[src/rtl/multicycle_ctrl.sv]
// Multicycle RV32 control unit: sequences fetch/decode/execute/memory/writeback
// and drives every datapath select, write enable and the ALU operation.
module multicycle_ctrl #(
  parameter bit ILLEGAL_TRAP = 1'b0
) (
  input  logic       clk,
  input  logic       reset,
  input  logic [6:0] op,
  input  logic [2:0] funct3,
  input  logic       funct7b5,
  input  logic       zero,
  output logic       pcwrite,
  output logic       adrsrc,
  output logic       memwrite,
  output logic       irwrite,
  output logic       regwrite,
  output logic [1:0] resultsrc,
  output logic [1:0] alusrca,
  output logic [1:0] alusrcb,
  output logic [1:0] immsrc,
  output logic [2:0] alucontrol,
  output logic       illegal,
  output logic       halted
);

  localparam logic [6:0] OP_LW  = 7'b0000011;
  localparam logic [6:0] OP_SW  = 7'b0100011;
  localparam logic [6:0] OP_R   = 7'b0110011;
  localparam logic [6:0] OP_I   = 7'b0010011;
  localparam logic [6:0] OP_BEQ = 7'b1100011;
  localparam logic [6:0] OP_JAL = 7'b1101111;

  typedef enum logic [3:0] {
    S_FETCH,
    S_DECODE,
    S_MEMADR,
    S_MEMREAD,
    S_MEMWB,
    S_MEMWRITE,
    S_EXECUTER,
    S_EXECUTEI,
    S_ALUWB,
    S_BEQ,
    S_JAL,
    S_HALT
  } state_t;

  typedef enum logic [1:0] {
    ALUOP_ADD,
    ALUOP_SUB,
    ALUOP_FUNCT
  } aluop_t;

  state_t state_q, state_d;
  aluop_t aluop;
  logic   op_known;
  logic   pcupdate;
  logic   branch;
  logic   irwrite_s;
  logic   regwrite_s;
  logic   memwrite_s;

  assign op_known = (op == OP_LW) || (op == OP_SW) || (op == OP_R) ||
                    (op == OP_I) || (op == OP_BEQ) || (op == OP_JAL);

  always_comb begin
    state_d = state_q;
    case (state_q)
      S_FETCH:    state_d = S_DECODE;
      S_DECODE: begin
        case (op)
          OP_LW, OP_SW: state_d = S_MEMADR;
          OP_R:         state_d = S_EXECUTER;
          OP_I:         state_d = S_EXECUTEI;
          OP_JAL:       state_d = S_JAL;
          OP_BEQ:       state_d = S_BEQ;
          default:      state_d = ILLEGAL_TRAP ? S_HALT : S_FETCH;
        endcase
      end
      S_MEMADR:   state_d = (op == OP_SW) ? S_MEMWRITE : S_MEMREAD;
      S_MEMREAD:  state_d = S_MEMWB;
      S_MEMWB:    state_d = S_FETCH;
      S_MEMWRITE: state_d = S_FETCH;
      S_EXECUTER: state_d = S_ALUWB;
      S_EXECUTEI: state_d = S_ALUWB;
      S_ALUWB:    state_d = S_FETCH;
      S_BEQ:      state_d = S_FETCH;
      S_JAL:      state_d = S_ALUWB;
      S_HALT:     state_d = S_HALT;
      default:    state_d = S_FETCH;
    endcase
  end

  always_ff @(posedge clk or posedge reset) begin
    if (reset) state_q <= S_FETCH;
    else       state_q <= state_d;
  end

  always_comb begin
    adrsrc     = 1'b0;
    resultsrc  = 2'b00;
    alusrca    = 2'b00;
    alusrcb    = 2'b00;
    aluop      = ALUOP_ADD;
    pcupdate   = 1'b0;
    branch     = 1'b0;
    irwrite_s  = 1'b0;
    regwrite_s = 1'b0;
    memwrite_s = 1'b0;
    illegal    = 1'b0;
    halted     = 1'b0;
    case (state_q)
      S_FETCH: begin
        irwrite_s = 1'b1;
        alusrcb   = 2'b10;
        resultsrc = 2'b10;
        pcupdate  = 1'b1;
      end
      S_DECODE: begin
        alusrca = 2'b01;
        alusrcb = 2'b01;
        illegal = ~op_known;
      end
      S_MEMADR: begin
        alusrca = 2'b10;
        alusrcb = 2'b01;
      end
      S_MEMREAD:  adrsrc = 1'b1;
      S_MEMWB: begin
        resultsrc  = 2'b01;
        regwrite_s = 1'b1;
      end
      S_MEMWRITE: begin
        adrsrc     = 1'b1;
        memwrite_s = 1'b1;
      end
      S_EXECUTER: begin
        alusrca = 2'b10;
        aluop   = ALUOP_FUNCT;
      end
      S_EXECUTEI: begin
        alusrca = 2'b10;
        alusrcb = 2'b01;
        aluop   = ALUOP_FUNCT;
      end
      S_ALUWB:    regwrite_s = 1'b1;
      S_BEQ: begin
        alusrca = 2'b10;
        aluop   = ALUOP_SUB;
        branch  = 1'b1;
      end
      S_JAL: begin
        alusrca  = 2'b01;
        alusrcb  = 2'b10;
        pcupdate = 1'b1;
      end
      S_HALT:     halted = 1'b1;
      default: ;
    endcase
  end

  // Enables are gated by reset directly so nothing writes while reset is held.
  assign pcwrite  = ~reset & (pcupdate | (branch & zero));
  assign irwrite  = ~reset & irwrite_s;
  assign regwrite = ~reset & regwrite_s;
  assign memwrite = ~reset & memwrite_s;

  always_comb begin
    case (op)
      OP_SW:   immsrc = 2'b01;
      OP_BEQ:  immsrc = 2'b10;
      OP_JAL:  immsrc = 2'b11;
      default: immsrc = 2'b00;
    endcase
  end

  // op[5] separates R-type from I-ALU so that addi never becomes a subtract.
  always_comb begin
    alucontrol = 3'b000;
    case (aluop)
      ALUOP_SUB: alucontrol = 3'b001;
      ALUOP_FUNCT: begin
        case (funct3)
          3'b000:  alucontrol = (op[5] & funct7b5) ? 3'b001 : 3'b000;
          3'b010:  alucontrol = 3'b101;
          3'b110:  alucontrol = 3'b011;
          3'b111:  alucontrol = 3'b010;
          default: alucontrol = 3'b000;
        endcase
      end
      default: ;
    endcase
  end

endmodule
[config.mk]
export PLATFORM = sky130hd
export DESIGN_NAME = multicycle_ctrl
export DESIGN_NICKNAME = d
export VERILOG_FILES = /design/src/rtl/multicycle_ctrl.sv
export SDC_FILE = /design/constraint.sdc
export NUM_CORES = 1
export LEC_CHECK = 0
export ABC_CLOCK_PERIOD_IN_PS = 2400
export CAP_MARGIN = 20
export CORE_MARGIN = 5
export CORE_UTILIZATION = 40
export CTS_BUF_LIST = sky130_fd_sc_hd__clkbuf_8
export DETAILED_ROUTE_END_ITERATION = 6
export PLACE_DENSITY = 0.82
export SYNTH_ARGS = -nofsm -noshare
export SYNTH_HDL_FRONTEND = slang
export SYNTH_SLANG_ARGS = --single-unit
[constraint.sdc]
create_clock -name clk -period 2.4 [get_ports clk]
set_input_delay 0.48 -clock clk [delete_from_list [all_inputs] [get_ports clk]]
set_output_delay 0.48 -clock clk [all_outputs]
set_load 0.1 [all_outputs]
# == Word-level counts from Yosys, hierarchy flattened ==
# Index checks and enable logic that the tools add are counted.
# classes
n_reduce_logical,16
n_shift,0
div,0
add_sub_neg,0
multipliers,0
magnitude_cmp,0
n_mux,19
bitwise,9
n_eq_ne,22
# op_table
cell,n
$pmux 4 s6,1
$pmux 4 s5,1
$eq 4x3->1 const B,4
$eq 4x4->1 const B,4
$pmux 2 s2,4
$eq 7x6->1 const B,2
$eq 7x7->1 const B,2
$pmux 3 s4,1
$reduce_or 2->1,6
$mux 1,9
$eq 4x2->1 const B,2
$eq 7x2->1 const B,1
$eq 7x5->1 const B,1
$and 1x1->1,6
$eq 3x3->1 const B,2
$pmux 2 s3,1
$pmux 3 s2,1
$reduce_or 3->1,2
$logic_or 1x1->1,5
$eq 4x1->1 const B,1
$logic_not 4->1,1
$reduce_or 4->1,1
$eq 3x2->1 const B,1
$logic_not 3->1,1
5 further kinds,6
# word_totals
mem_bits_rw,0
ff_bits,4
out_inout_bits,18
n_memories,0
in_bits,14
rom_bits,0
latch_bits,0
elab_cells,67

# == Longest topological paths before layout ==
# Gate-level depths: netlist (run 1).
# depth
depth_word,8
depth_mapped,7
ltp_nobuf,6

# == Worst setup path after synthesis (run 1) ==
# Ideal clock, no wire load.
# synth_path
path_type,flip-flop to output port
from,register state_q[1]
to,output port pcwrite
path_stages_with_launch,4
path_buffers,0
arrival_ns,5.462
path_slack_ns,-3.542
required_ns,1.920
path_cell_list,dfrtp_1 > nor2b_1 > a21oi_1 > a2111oi_0
# synth_via
elab_chain_cells,5
word_cells_on_any_way,9
# synth_lines
element,line_no,source
from (decl),54,"state_t state_q, state_d;"
from (signal assigned),96,else state_q <= state_d;
$eq 4x4->1 or $logic_not 4->1 (tied branches),112,case (state_q)
$reduce_or 2->1 (no line) or $mux 1 (tied branches),n/a,
$mux 1 or $and 1x1->1 (tied branches),"112, 163",
$or 1x1->1 *,163,assign pcwrite = ~reset & (pcupdate | (branch & zero));
$and 1x1->1 *,163,
to (decl),12,"output logic pcwrite,"
# Every way passes the cells marked *; elsewhere a longest branch is shown, timed or not.

# == Worst setup path after layout (run 1) ==
# layout_path
from,register state_q[1]
to,output port alucontrol[0]
# layout_via
elab_chain_cells,5
word_cells_on_any_way,8
# layout_lines
element,line_no,source
$eq 4x3->1,112,
$reduce_or 2->1 (no line),n/a,
$pmux 2 s2 *,112,
$eq 2x2->1 or $eq 2x1->1 (tied branches),180,case (aluop)
$pmux 3 s2 *,180,
to (decl),21,"output logic [2:0] alucontrol,"
# Marked as above.

==> implementation parameters, run 1 <==
Parameter                              Value

Global routing
  First-pass GRT wire length ... 4390 um
  Tot GR Track Use ... 0.226
  Met3 Track Usage GR ... 0.0399
  Maximum number of pins on one net before global-route repair ... 14
  Layer with the highest usage after global routing ... met2
  Met1 track utilization from global routing ... 0.262
  Overflow left after global routing ... 0
  Number of global-route vias before repair ... 868
  Initial antenna violation count ... 0
  Met2 track demand over resource ... 0.415

Pwr
  Internal portion of total power ... 0.603 mW
  Clk network pwr share ... 0.104
  Part of the total power dissipated in sequential elements ... 0.081
  Power after layout ... 1.42 mW
  Fraction of power consumed by combinational cells ... 0.815
  Ratio of total power to cell area ... 1050 nW/um2
  Reported leakage power ... 0.587 nW
  P_sw ... 0.820 mW
  Share of total power consumed by net switching ... 0.576
  VDD IR-drop max ... 1.07 mV

Setup path
  Endpoint of the most critical register-to-register path ... state_q[1]
  Type of element capturing the critical path ... output port
  Startpoint Class ... flop
  Cell chain of the critical path ... nor3b_4 -> nand2_2 -> ha_1 -> nor2b_1 -> o21ai_0 -> a21oi_4 -> buf_12
  Peak per-stage delay on the critical path ... 0.49 ns
  Launch instance of the worst register-to-register path ... state_q[2]
  Cell family contributing the most delay on the critical path ... simple AND/OR/NAND/NOR gates
  Largest fanout on the critical path ... 10
  FF-to-FF setup slack ... 0.98 ns
  Data required time at the worst endpoint ... 1.92 ns
  Buf/Inv on CP ... 1
  Worst Path Class, Setup ... flop to output port
  Source of the critical timing path ... state_q[1]
  Critical path's slowest cell ... sky130_fd_sc_hd__dfrtp_2
  Cell count of the worst reg-to-reg path ... 4
  Data arrival at the endpoint of the critical path ... 1.93 ns

Layout
  Register with the highest flop count ... state_q
  Final antenna diode count ... 0
  Net count reported at finish ... 144
  Fraction of final layout cells with drive strength greater than 1 ... 0.500
  Post-Route Utilization ... 0.936
  Most frequent cells in the layout ... sky130_fd_sc_hd__buf_12, sky130_fd_sc_hd__buf_4, sky130_fd_sc_hd__clkdlybuf4s50_1
  Largest regs ... state_q (4)
  Number of flip-flops under the largest register name ... 4
  Most common library cell in the layout ignoring fill and taps ... sky130_fd_sc_hd__buf_12
  Area growth from synthesis to final layout ... 128%

STA
  Post-route clock skew ... 0.00699 ns
  F_max ... 0.415 GHz
  Number of failing setup endpoints in the final timing report ... 1
  Final Hold Vio Count ... 0
  Relative slew slack ... 0.706
  Transition time of the tightest slew-check pin ... 0.438 ns
  Share of the cycle needed by the critical path after routing ... 1.00
  Pins Over Slew Limit ... 0
  Minimum clock period ... 2.41 ns
  Worst setup slack after layout ... -0.0104 ns

Floorplanning
  Die Outline Area ... 2370 um2
  Rows ... 14
  Starting utilization of the core area ... 0.411
  Die boundary width ... 48.7 um
  Number of placed I/O pins ... 32
  Core Footprint ... 1450 um2
  Vertical extent of the die ... 48.7 um

Drt
  DR WL/cell ... 24.0 um
  Post-Route WL ... 3410 um
  Routed Antenna Nets ... 0
  Total vias in the final route ... 916
  Via-to-Cell Ratio ... 6.45
  First-pass iteration count of the detailed router ... 4
  Violation count after the first detailed-route iteration ... 34
  DRC violation count after routing ... 0

Yosys
  Sequential area share after synthesis ... 0.167
  Number of synthesized flops with an enable pin ... 0
  Netlist cell types ... 38
  Yosys Warn Count ... 0
  Post-synthesis instance area ... 598 um2
  Synth Register Bits ... 4
  Post-synthesis instance total ... 81
  Syn Nets ... 97
  Asr flop ratio synth ... 1.00
  Most common flop cell mapped by yosys ... sky130_fd_sc_hd__dfrtp_1
  Mean post-synth cell area ... 7.38 um2

Clocking
  CTS HTree Levels ... 1
  CTS max path bufs ... 2
  Number of clock sinks ... 4
  Number of buffers created by CTS ... 3
  Post-CTS Hold Fix Bufs ... 0
  CTS root buffer ... sky130_fd_sc_hd__clkbuf_8
  CTS tree ... built
  Clock-pin slew of the registers on the worst-case setup and hold paths ... 0.04 ns
  Source-to-sink clock delay at the later pin of the worst-skew pair ... 0.22 ns

Place
  GP Congestion ... 0.797
  Count of input and output buffers ... 31
  Detailed placement HPWL ... 1990 um

Run status
  Outcome ... complete, but fails checks
  Violated checks ... negative setup slack

Job
  Max-cap violations ... 0

Worst hold path
  Min-delay worst type ... primary input to async pin
cells by family (layout without fill, tap and decap cells):
kind of cell	count (synthesis)	count (layout)	share of synthesized area
xor gates and xnor gates	4	4	0.0586
AOI/OAI and AO/OA	16	16	0.209
adders and majority gates	2	2	0.0418
DFF	4	4	0.167
and+or+nand+nor	42	42	0.391
muxes	1	1	0.0167
buffers and inverters	12	57	0.115
area by class of cell:
cell class                      instances  area (um2)
Inverter                                8        30.0
Multi-Input combinational cell         65         558
Clock buffer                            3        41.3
Fill cell                              45        92.6
Tap cell                               16        20.0
Sequential cell                         4         104
Timing Repair Buffer                   46         608
worst register-to-register path: cells and delay by family (launching register included):
family | cells | cell delay [ns]
buffers and inverters | 1 | 0.20
AOI/OAI and AO/OA | 1 | 0.31
and+or+nand+nor | 2 | 0.34
DFF | 1 | 0.46
how the worst max path moves through the flow:
stage                    end  slack, ns  depth (start not counted)
2_1_floorplan        pcwrite      -0.82                          3
3_3_place_gp         illegal       0.13                          5
3_5_place_dp         illegal       0.07                          5
4_1_cts        alucontrol[0]      0.004                          7
5_1_grt        alucontrol[0]      -0.10                          7
6_report       alucontrol[0]      -0.01                          7
metrics by stage:
stage | instance area (um2) | TNS (ns) | setup slack, ns | hold slack (ns) | cells
after floorplan | 713 | -1.40 | -0.819 | 0.256 | 81
after global placement | 1270 | 0 | 0.131 | 0.666 | 136
after detailed placement | 1270 | 0 | 0.0653 | 0.701 | 136
after CTS | 1320 | 0 | 0.00408 | 0.584 | 139
after global routing | 1360 | -0.129 | -0.104 | 0.601 | 142
final | 1360 | -0.0104 | -0.0104 | 0.575 | 142
Yosys cell counts (all sizes together) (2+ instances only):
library cell / instances / area, um2
ha: 2 / 25.0
nand2b: 2 / 12.5
buf: 4 / 38.8
nand2: 9 / 33.8
a21oi: 4 / 20.0
nor3: 4 / 20.0
or2: 2 / 15.0
nor2: 7 / 26.3
nor2b: 3 / 18.8
nor3b: 3 / 22.5
inv: 8 / 30.0
xor2: 3 / 26.3
dfrtp: 4 / 100
o21ai: 2 / 10.0
and3: 2 / 12.5
nand3b: 2 / 15.0
metal layers:
| metal | wire length [um] | up-vias |
|---|---|---|
| met4 | 173 | 0 |
| met2 | 1730 | 82 |
| met5 | 0 | - |
| li1 | - | 378 |
| met1 | 1190 | 435 |
| met3 | 304 | 21 |
power by group through the flow:
stage	registers, mW	clock network (mW)	logic, mW
final	0.115	0.148	1.16
after global routing	0.116	0.158	1.19
after CTS	0.109	0.145	1.11
after detailed placement	0.109	0	1.11
after global placement	0.106	0	1.08
after floorplan	0.0880	0	0.714
timing repair:
item	CTS	global route
endpoints found under the setup margin	2	4
buffers inserted	0	3
gates resized for setup	1	8
pin swaps	0	2
hold endpoints to repair	0	0
Note: power is estimated with default switching activity, not from simulation.
==> run 2, diff against run 1 <==
Settings changed: ABC_AREA from default to 1, CORE_UTILIZATION 40 to 37, CTS_CLUSTER_SIZE from default to 12, PLACE_DENSITY 0.82 to 0.8.
==> run 2 against run 1 <==
The run now ends clean. Combinational power down 12%. Register-to-register slack gained 0.29 ns. Synthesized area down 13%. Non-clock buffer count is 13 lower. Synthesized cell count grew 20%. Critical path type unchanged. Critical endpoint unchanged. Largest cell class unchanged. Highest routed layer unchanged.
==> implementation parameters, run 2 <==
Parameter                              Value

Run status
  Outcome ... finished, final reports clean

Layout
  Layout filler cell count ... 67
  Most frequent cells in the layout ... sky130_fd_sc_hd__nand2_1, sky130_fd_sc_hd__buf_12, sky130_fd_sc_hd__inv_1, sky130_fd_sc_hd__nor2_1, sky130_fd_sc_hd__clkdlybuf4s50_1
  Area occupied by registers ... 101 um2
  Net count reported at finish ... 151
  Most common library cell in the layout ignoring fill and taps ... sky130_fd_sc_hd__nand2_1
  Fraction of final layout cells with drive strength greater than 1 ... 0.361
  Area of the multi-input gates ... 418 um2
  Largest regs ... state_q (4)
  Area growth from synthesis to final layout ... 121%
  Final antenna diode count ... 0
  Number of flip-flops under the largest register name ... 4
  Register with the highest flop count ... state_q

Clocking
  CTS root buffer ... sky130_fd_sc_hd__clkbuf_8
  CTS max path bufs ... 2
  Source-to-sink clock delay at the later pin of the worst-skew pair ... 0.21 ns
  Clock-pin slew of the registers on the worst-case setup and hold paths ... 0.03 ns
  Post-CTS Hold Fix Bufs ... 0
  CTS HTree Levels ... 1
  Number of clock sinks ... 4
  CTS tree ... built
  Number of buffers created by CTS ... 3

Floorplanning
  Starting utilization of the core area ... 0.397
  Number of placed I/O pins ... 32
  Die boundary width ... 47.6 um
  Die Outline Area ... 2270 um2
  Core Footprint ... 1320 um2
  Vertical extent of the die ... 47.6 um
  Rows ... 13

Setup path
  Worst Path Class, Setup ... flop to output port
  Largest fanout on the critical path ... 4
  Data required time at the worst endpoint ... 1.92 ns
  Startpoint Class ... flop
  Data arrival at the endpoint of the critical path ... 1.85 ns
  Type of element capturing the critical path ... output port

Drt
  Via-to-Cell Ratio ... 5.20
  Post-Route WL ... 1920 um
  DRC violation count after routing ... 0
  DR WL/cell ... 13.0 um
  Total vias in the final route ... 770
  Violation count after the first detailed-route iteration ... 15
  First-pass iteration count of the detailed router ... 4
  Routed Antenna Nets ... 0

Pwr
  Internal portion of total power ... 0.518 mW
  Fraction of power consumed by combinational cells ... 0.809
  Ratio of total power to cell area ... 1090 nW/um2
  VDD IR-drop max ... 1.07 mV
  Share of total power consumed by net switching ... 0.588
  Part of the total power dissipated in sequential elements ... 0.081
  Clk network pwr share ... 0.110
  P_sw ... 0.739 mW
  Reported leakage power ... 0.572 nW

Global routing
  Number of global-route vias before repair ... 745
  Tot GR Track Use ... 0.190
  Overflow left after global routing ... 0
  First-pass GRT wire length ... 2990 um
  Maximum number of pins on one net before global-route repair ... 7
  Initial antenna violation count ... 0

STA
  Relative slew slack ... 0.797
  Worst hold slack across all endpoints ... 0.685 ns
  Final Hold Vio Count ... 0
  Number of failing setup endpoints in the final timing report ... 0
  Fin Setup TNS ... 0 ns
  Post-route clock skew ... 0.00134 ns
  F_max ... 0.430 GHz
  Worst setup slack after layout ... 0.0749 ns
  Share of the cycle needed by the critical path after routing ... 0.969
  Minimum clock period ... 2.33 ns
  Transition time of the tightest slew-check pin ... 0.303 ns
  Pins Over Slew Limit ... 0

Yosys
  Synth area leaders ... sky130_fd_sc_hd__nand2_1, sky130_fd_sc_hd__dfrtp_1, sky130_fd_sc_hd__nor2_1
  Most common flop cell mapped by yosys ... sky130_fd_sc_hd__dfrtp_1
  Sequential area share after synthesis ... 0.191
  Number of synthesized flops with an enable pin ... 0
  Mean post-synth cell area ... 5.39 um2
  Synth Register Bits ... 4
  Asr flop ratio synth ... 1.00
  Post-synthesis cell type with the largest combined area ... sky130_fd_sc_hd__nand2_1
  Syn Nets ... 113
  Netlist cell types ... 18
  Most used standard cells in the synthesized netlist ... sky130_fd_sc_hd__nand2_1, sky130_fd_sc_hd__nor2_1, sky130_fd_sc_hd__inv_1, sky130_fd_sc_hd__nand3_1, sky130_fd_sc_hd__nor2_2
  Post-synthesis instance area ... 523 um2
  Top-count cell post-synth ... sky130_fd_sc_hd__nand2_1
  Yosys Warn Count ... 0
  Post-synthesis instance total ... 97
  Synth top area share ... 0.222

Worst hold path
  Min-delay worst type ... primary input to async pin

Place
  GP Congestion ... 0.756
  Setup Slack @ Placement ... 0.169 ns
  Count of input and output buffers ... 31
  Detailed placement HPWL ... 1510 um

Job
  Max-cap violations ... 0
==> run 2: per-stage QoR <==
stage	total power, mW	instance area, um2	util	cells
after global routing	1.31	1160	0.877	148
final	1.26	1160	0.877	148
after CTS	1.26	1140	0.862	147
after detailed placement	1.12	1080	0.823	143
after floorplan	0.752	576	-	97
after global placement	1.11	1080	0.823	143
==> run 2: layer usage <==
| layer | global-route usage | routed length [um] |
|---|---|---|
| met2 | 0.332 | 1030 |
| met5 | 0 | 0 |
| met4 | 0.118 | 21 |
| met1 | 0.198 | 738 |
| met3 | 0.0564 | 131 |
==> run 2: path summary, 6_finish.rpt <==
path                                  to  startpoint  cells after the start  slack (ns)
max                        alucontrol[0]  state_q[1]                     10        0.07
max in group asynchronous     state_q[2]       reset                      2        1.54
min                           state_q[0]       reset                      2        0.69
max reg2reg                   state_q[2]  state_q[3]                      5        1.27
min reg2reg                   state_q[2]  state_q[2]                      3        0.74
min in group clk              state_q[2]  state_q[2]                      3        0.74
==> run 2: layout make-up <==
cell class / instances / share of cell area
inverters: 19 / 0.0617
repair buffers: 33 / 0.437
well taps: 15 / 0.0162
clock buffers: 3 / 0.0357
flip-flops and latches: 4 / 0.0877
multi-input cells: 74 / 0.361
==> run 2: kinds of logic after synthesis <==
| kind of cell | after synthesis | share of synthesized area |
|---|---|---|
| AOI/OAI and AO/OA | 7 | 0.0861 |
| buffers and inverters | 19 | 0.136 |
| and+or+nand+nor | 65 | 0.538 |
| DFF | 4 | 0.191 |
| adders and majority gates | 2 | 0.0478 |
==> run 2: repair_timing <==
| item | 4_1_cts | 5_1_grt |
|---|---|---|
| setup endpoints to repair | 1 | 2 |
| buffers inserted | 1 | 1 |
| pin swaps | 1 | 3 |
| gates resized for setup | 1 | 5 |
| hold endpoints to repair | 0 | 0 |
==> run 2: power by group through the flow <==
stage / sequential [mW] / clock (mW) / combinational (mW)
final: 0.102 / 0.139 / 1.02
after global routing: 0.103 / 0.147 / 1.06
after CTS: 0.0992 / 0.144 / 1.02
after detailed placement: 0.0999 / 0 / 1.02
after global placement: 0.100 / 0 / 1.01
after floorplan: 0.0968 / 0 / 0.655
==> run 2: critical path, cell delays in order, from the launching register on <==
cell and delay (ns):
sky130_fd_sc_hd__dfrtp_1 0.39, sky130_fd_sc_hd__inv_2 0.11, sky130_fd_sc_hd__nand2_2 0.09, sky130_fd_sc_hd__nor2_2 0.16, sky130_fd_sc_hd__inv_1 0.08, sky130_fd_sc_hd__ha_1 0.23, sky130_fd_sc_hd__nand2_2 0.12, sky130_fd_sc_hd__nor2_1 0.05
sky130_fd_sc_hd__nor2_1 0.13, sky130_fd_sc_hd__a21oi_2 0.09, sky130_fd_sc_hd__buf_12 0.17
==> run 3, diff against run 2 <==
Settings changed: ABC_CLOCK_PERIOD_IN_PS 2400 to 2600.
Clock period 2.4 ns to 2.6 ns, I/O delays scaled along.
==> run 3 against run 2 <==
Final cell count decreased by 1.4%. Flip-flop and latch count unchanged. Total power decreased by 16%. Worst setup slack improved by 0.11 ns. Sequential power down 10%. Clock skew rose by 0.0025 ns. Clock-buffer cell count did not move. Global-route usage fell by 1.1 points. Wire length shrank 13%. Clock power fell by 6%. Utilization is 9.4 points lower.
==> implementation parameters, run 3 (same netlist as run 2, synthesis figures left out) <==
Parameter                              Value

Run status
  Outcome ... finished, final reports clean

Clocking
  Total of cells resized after clock tree synthesis ... 0
  Number of clock sinks ... 4
  Clock-pin slew of the registers on the worst-case setup and hold paths ... 0.03 ns
  Number of buffers inserted by post-CTS setup repair ... 0
  Source-to-sink clock delay at the later pin of the worst-skew pair ... 0.22 ns
  CTS tree ... built
  CTS max path bufs ... 2
  Number of buffers created by CTS ... 3
  CTS root buffer ... sky130_fd_sc_hd__clkbuf_8
  Post-CTS Hold Fix Bufs ... 0
  CTS HTree Levels ... 1

Floorplanning
  Die Outline Area ... 2270 um2
  Die boundary width ... 47.6 um
  Rows ... 13
  Starting utilization of the core area ... 0.397
  Number of placed I/O pins ... 32
  Vertical extent of the die ... 47.6 um
  Core Footprint ... 1320 um2

Layout
  Area growth from synthesis to final layout ... 97.4%
  Post-route cell area ... 1030 um2
  Area occupied by registers ... 100 um2
  Register with the highest flop count ... state_q
  Most common library cell in the layout ignoring fill and taps ... sky130_fd_sc_hd__nand2_1
  Final antenna diode count ... 0
  Net count reported at finish ... 149
  Area of the multi-input gates ... 385 um2
  Layout filler cell count ... 98
  Fraction of final layout cells with drive strength greater than 1 ... 0.282
  Number of flip-flops under the largest register name ... 4
  Largest regs ... state_q (4)
  Most frequent cells in the layout ... sky130_fd_sc_hd__nand2_1, sky130_fd_sc_hd__inv_1, sky130_fd_sc_hd__nor2_1

Drt
  DRC violation count after routing ... 0
  DR WL/cell ... 11.4 um
  Violation count after the first detailed-route iteration ... 17
  First-pass iteration count of the detailed router ... 4
  Total vias in the final route ... 724
  Post-Route WL ... 1660 um
  Routed Antenna Nets ... 0
  Via-to-Cell Ratio ... 4.96

Place
  Standard cell area after detailed placement ... 991 um2
  Count of input and output buffers ... 31
  Detailed placement HPWL ... 1370 um
  GP Congestion ... 0.812

STA
  Number of failing setup endpoints in the final timing report ... 0
  Unrepaired setup endpoints after global routing ... false
  Minimum clock period ... 2.41 ns
  F_max ... 0.415 GHz
  Pins Over Slew Limit ... 0
  Transition time of the tightest slew-check pin ... 0.283 ns
  Relative slew slack ... 0.810
  Post-route clock skew ... 0.00383 ns
  Final Hold Vio Count ... 0
  Share of the cycle needed by the critical path after routing ... 0.927

Global routing
  Tot GR Track Use ... 0.179
  Number of global-route vias before repair ... 702
  Initial antenna violation count ... 0
  Maximum number of pins on one net before global-route repair ... 7
  First-pass GRT wire length ... 2780 um
  Overflow left after global routing ... 0

Worst hold path
  Min-delay worst type ... flop to flop

Setup path
  Cell family contributing the most delay on the critical path ... simple AND/OR/NAND/NOR gates
  Data required time at the worst endpoint ... 2.08 ns
  Cell count of the worst reg-to-reg path ... 5
  Data arrival at the endpoint of the critical path ... 1.89 ns
  Source of the critical timing path ... state_q[3]
  Largest fanout on the critical path ... 5
  FF-to-FF setup slack ... 1.50 ns
  Peak per-stage delay on the critical path ... 0.39 ns
  Worst Path Class, Setup ... flop to output port
  Critical Path Stages ... 7
  Type of element capturing the critical path ... output port
  Endpoint of the most critical register-to-register path ... state_q[2]
  Launch instance of the worst register-to-register path ... state_q[1]
  Buf/Inv on CP ... 3
  Destination of the critical timing path ... alucontrol[1]
  Crit-path most repeated cell ... sky130_fd_sc_hd__inv_1
  Critical path's slowest cell ... sky130_fd_sc_hd__dfrtp_1
  Startpoint Class ... flop
  Cell chain of the critical path ... inv_1 -> nand2_1 -> nor2_1 -> inv_1 -> ha_1 -> nor3b_2 -> buf_12

Pwr
  Power after layout ... 1.06 mW
  Ratio of total power to cell area ... 1020 nW/um2
  Reported leakage power ... 0.527 nW
  VDD IR-drop max ... 0.770 mV

Job
  Max-cap violations ... 0
run 3: changes by cell type in the layout (fill, tap and decap cells not counted), moves of 2 or more:
cell                      change
sky130_fd_sc_hd__nand2_2      -3
sky130_fd_sc_hd__nand2_1      +4
sky130_fd_sc_hd__inv_1        +2
sky130_fd_sc_hd__nor2_2       -2
sky130_fd_sc_hd__nor2_1       +2
sky130_fd_sc_hd__inv_2        -2
sky130_fd_sc_hd__buf_4        +4
sky130_fd_sc_hd__buf_12       -6
run 3: worst min-delay path by stage:
| stage | startpoint | to | cells after the start |
|---|---|---|---|
| final | state_q[3] | state_q[2] | 3 |
| after global routing | state_q[3] | state_q[2] | 3 |
| after CTS | state_q[3] | state_q[2] | 3 |
| after detailed placement | state_q[3] | state_q[2] | 3 |
| after global placement | state_q[3] | state_q[2] | 3 |
| after floorplan | reset | state_q[0] | 1 |
run 3: routing by layer:
| metal | vias to the layer above | global-route usage | routed length (um) |
|---|---|---|---|
| met5 | - | 0 | 0 |
| met4 | 0 | 0.0968 | 39 |
| met3 | 4 | 0.0414 | 109 |
| met2 | 25 | 0.342 | 895 |
| met1 | 332 | 0.176 | 616 |
| li1 | 363 | - | - |
run 3: worst min-delay path, stage by stage (launching register included):
cell and delay [ns]:
sky130_fd_sc_hd__dfrtp_1 0.36, sky130_fd_sc_hd__nor2_2 0.08, sky130_fd_sc_hd__nand2_1 0.09, sky130_fd_sc_hd__nand3_1 0.09
run 3: power breakdown:
group	leakage (nW)	internal (mW)	switching [mW]
registers	0.0534	0.0738	0.0175
clock network	0.0216	0.0986	0.0314
logic	0.452	0.227	0.609
total	0.527	0.399	0.658
run 3: final cells by class:
| type | instances | share of cell area |
|---|---|---|
| inverters | 19 | 0.0691 |
| flip-flops and latches | 4 | 0.0970 |
| multi-input cells | 74 | 0.373 |
| clock buffers | 3 | 0.0400 |
| well taps | 15 | 0.0182 |
| repair buffers | 31 | 0.402 |
run 3: per-stage QoR:
step	TNS [ns]	hold WS, ns	cells	util	setup slack (ns)
2_1_floorplan	-0.249	0.286	97	-	-0.208
3_3_place_gp	0	0.685	143	0.752	0.346
3_5_place_dp	0	0.678	143	0.752	0.290
4_1_cts	0	0.683	146	0.783	0.192
5_1_grt	0	0.722	146	0.783	0.0518
6_report	0	0.681	146	0.783	0.189
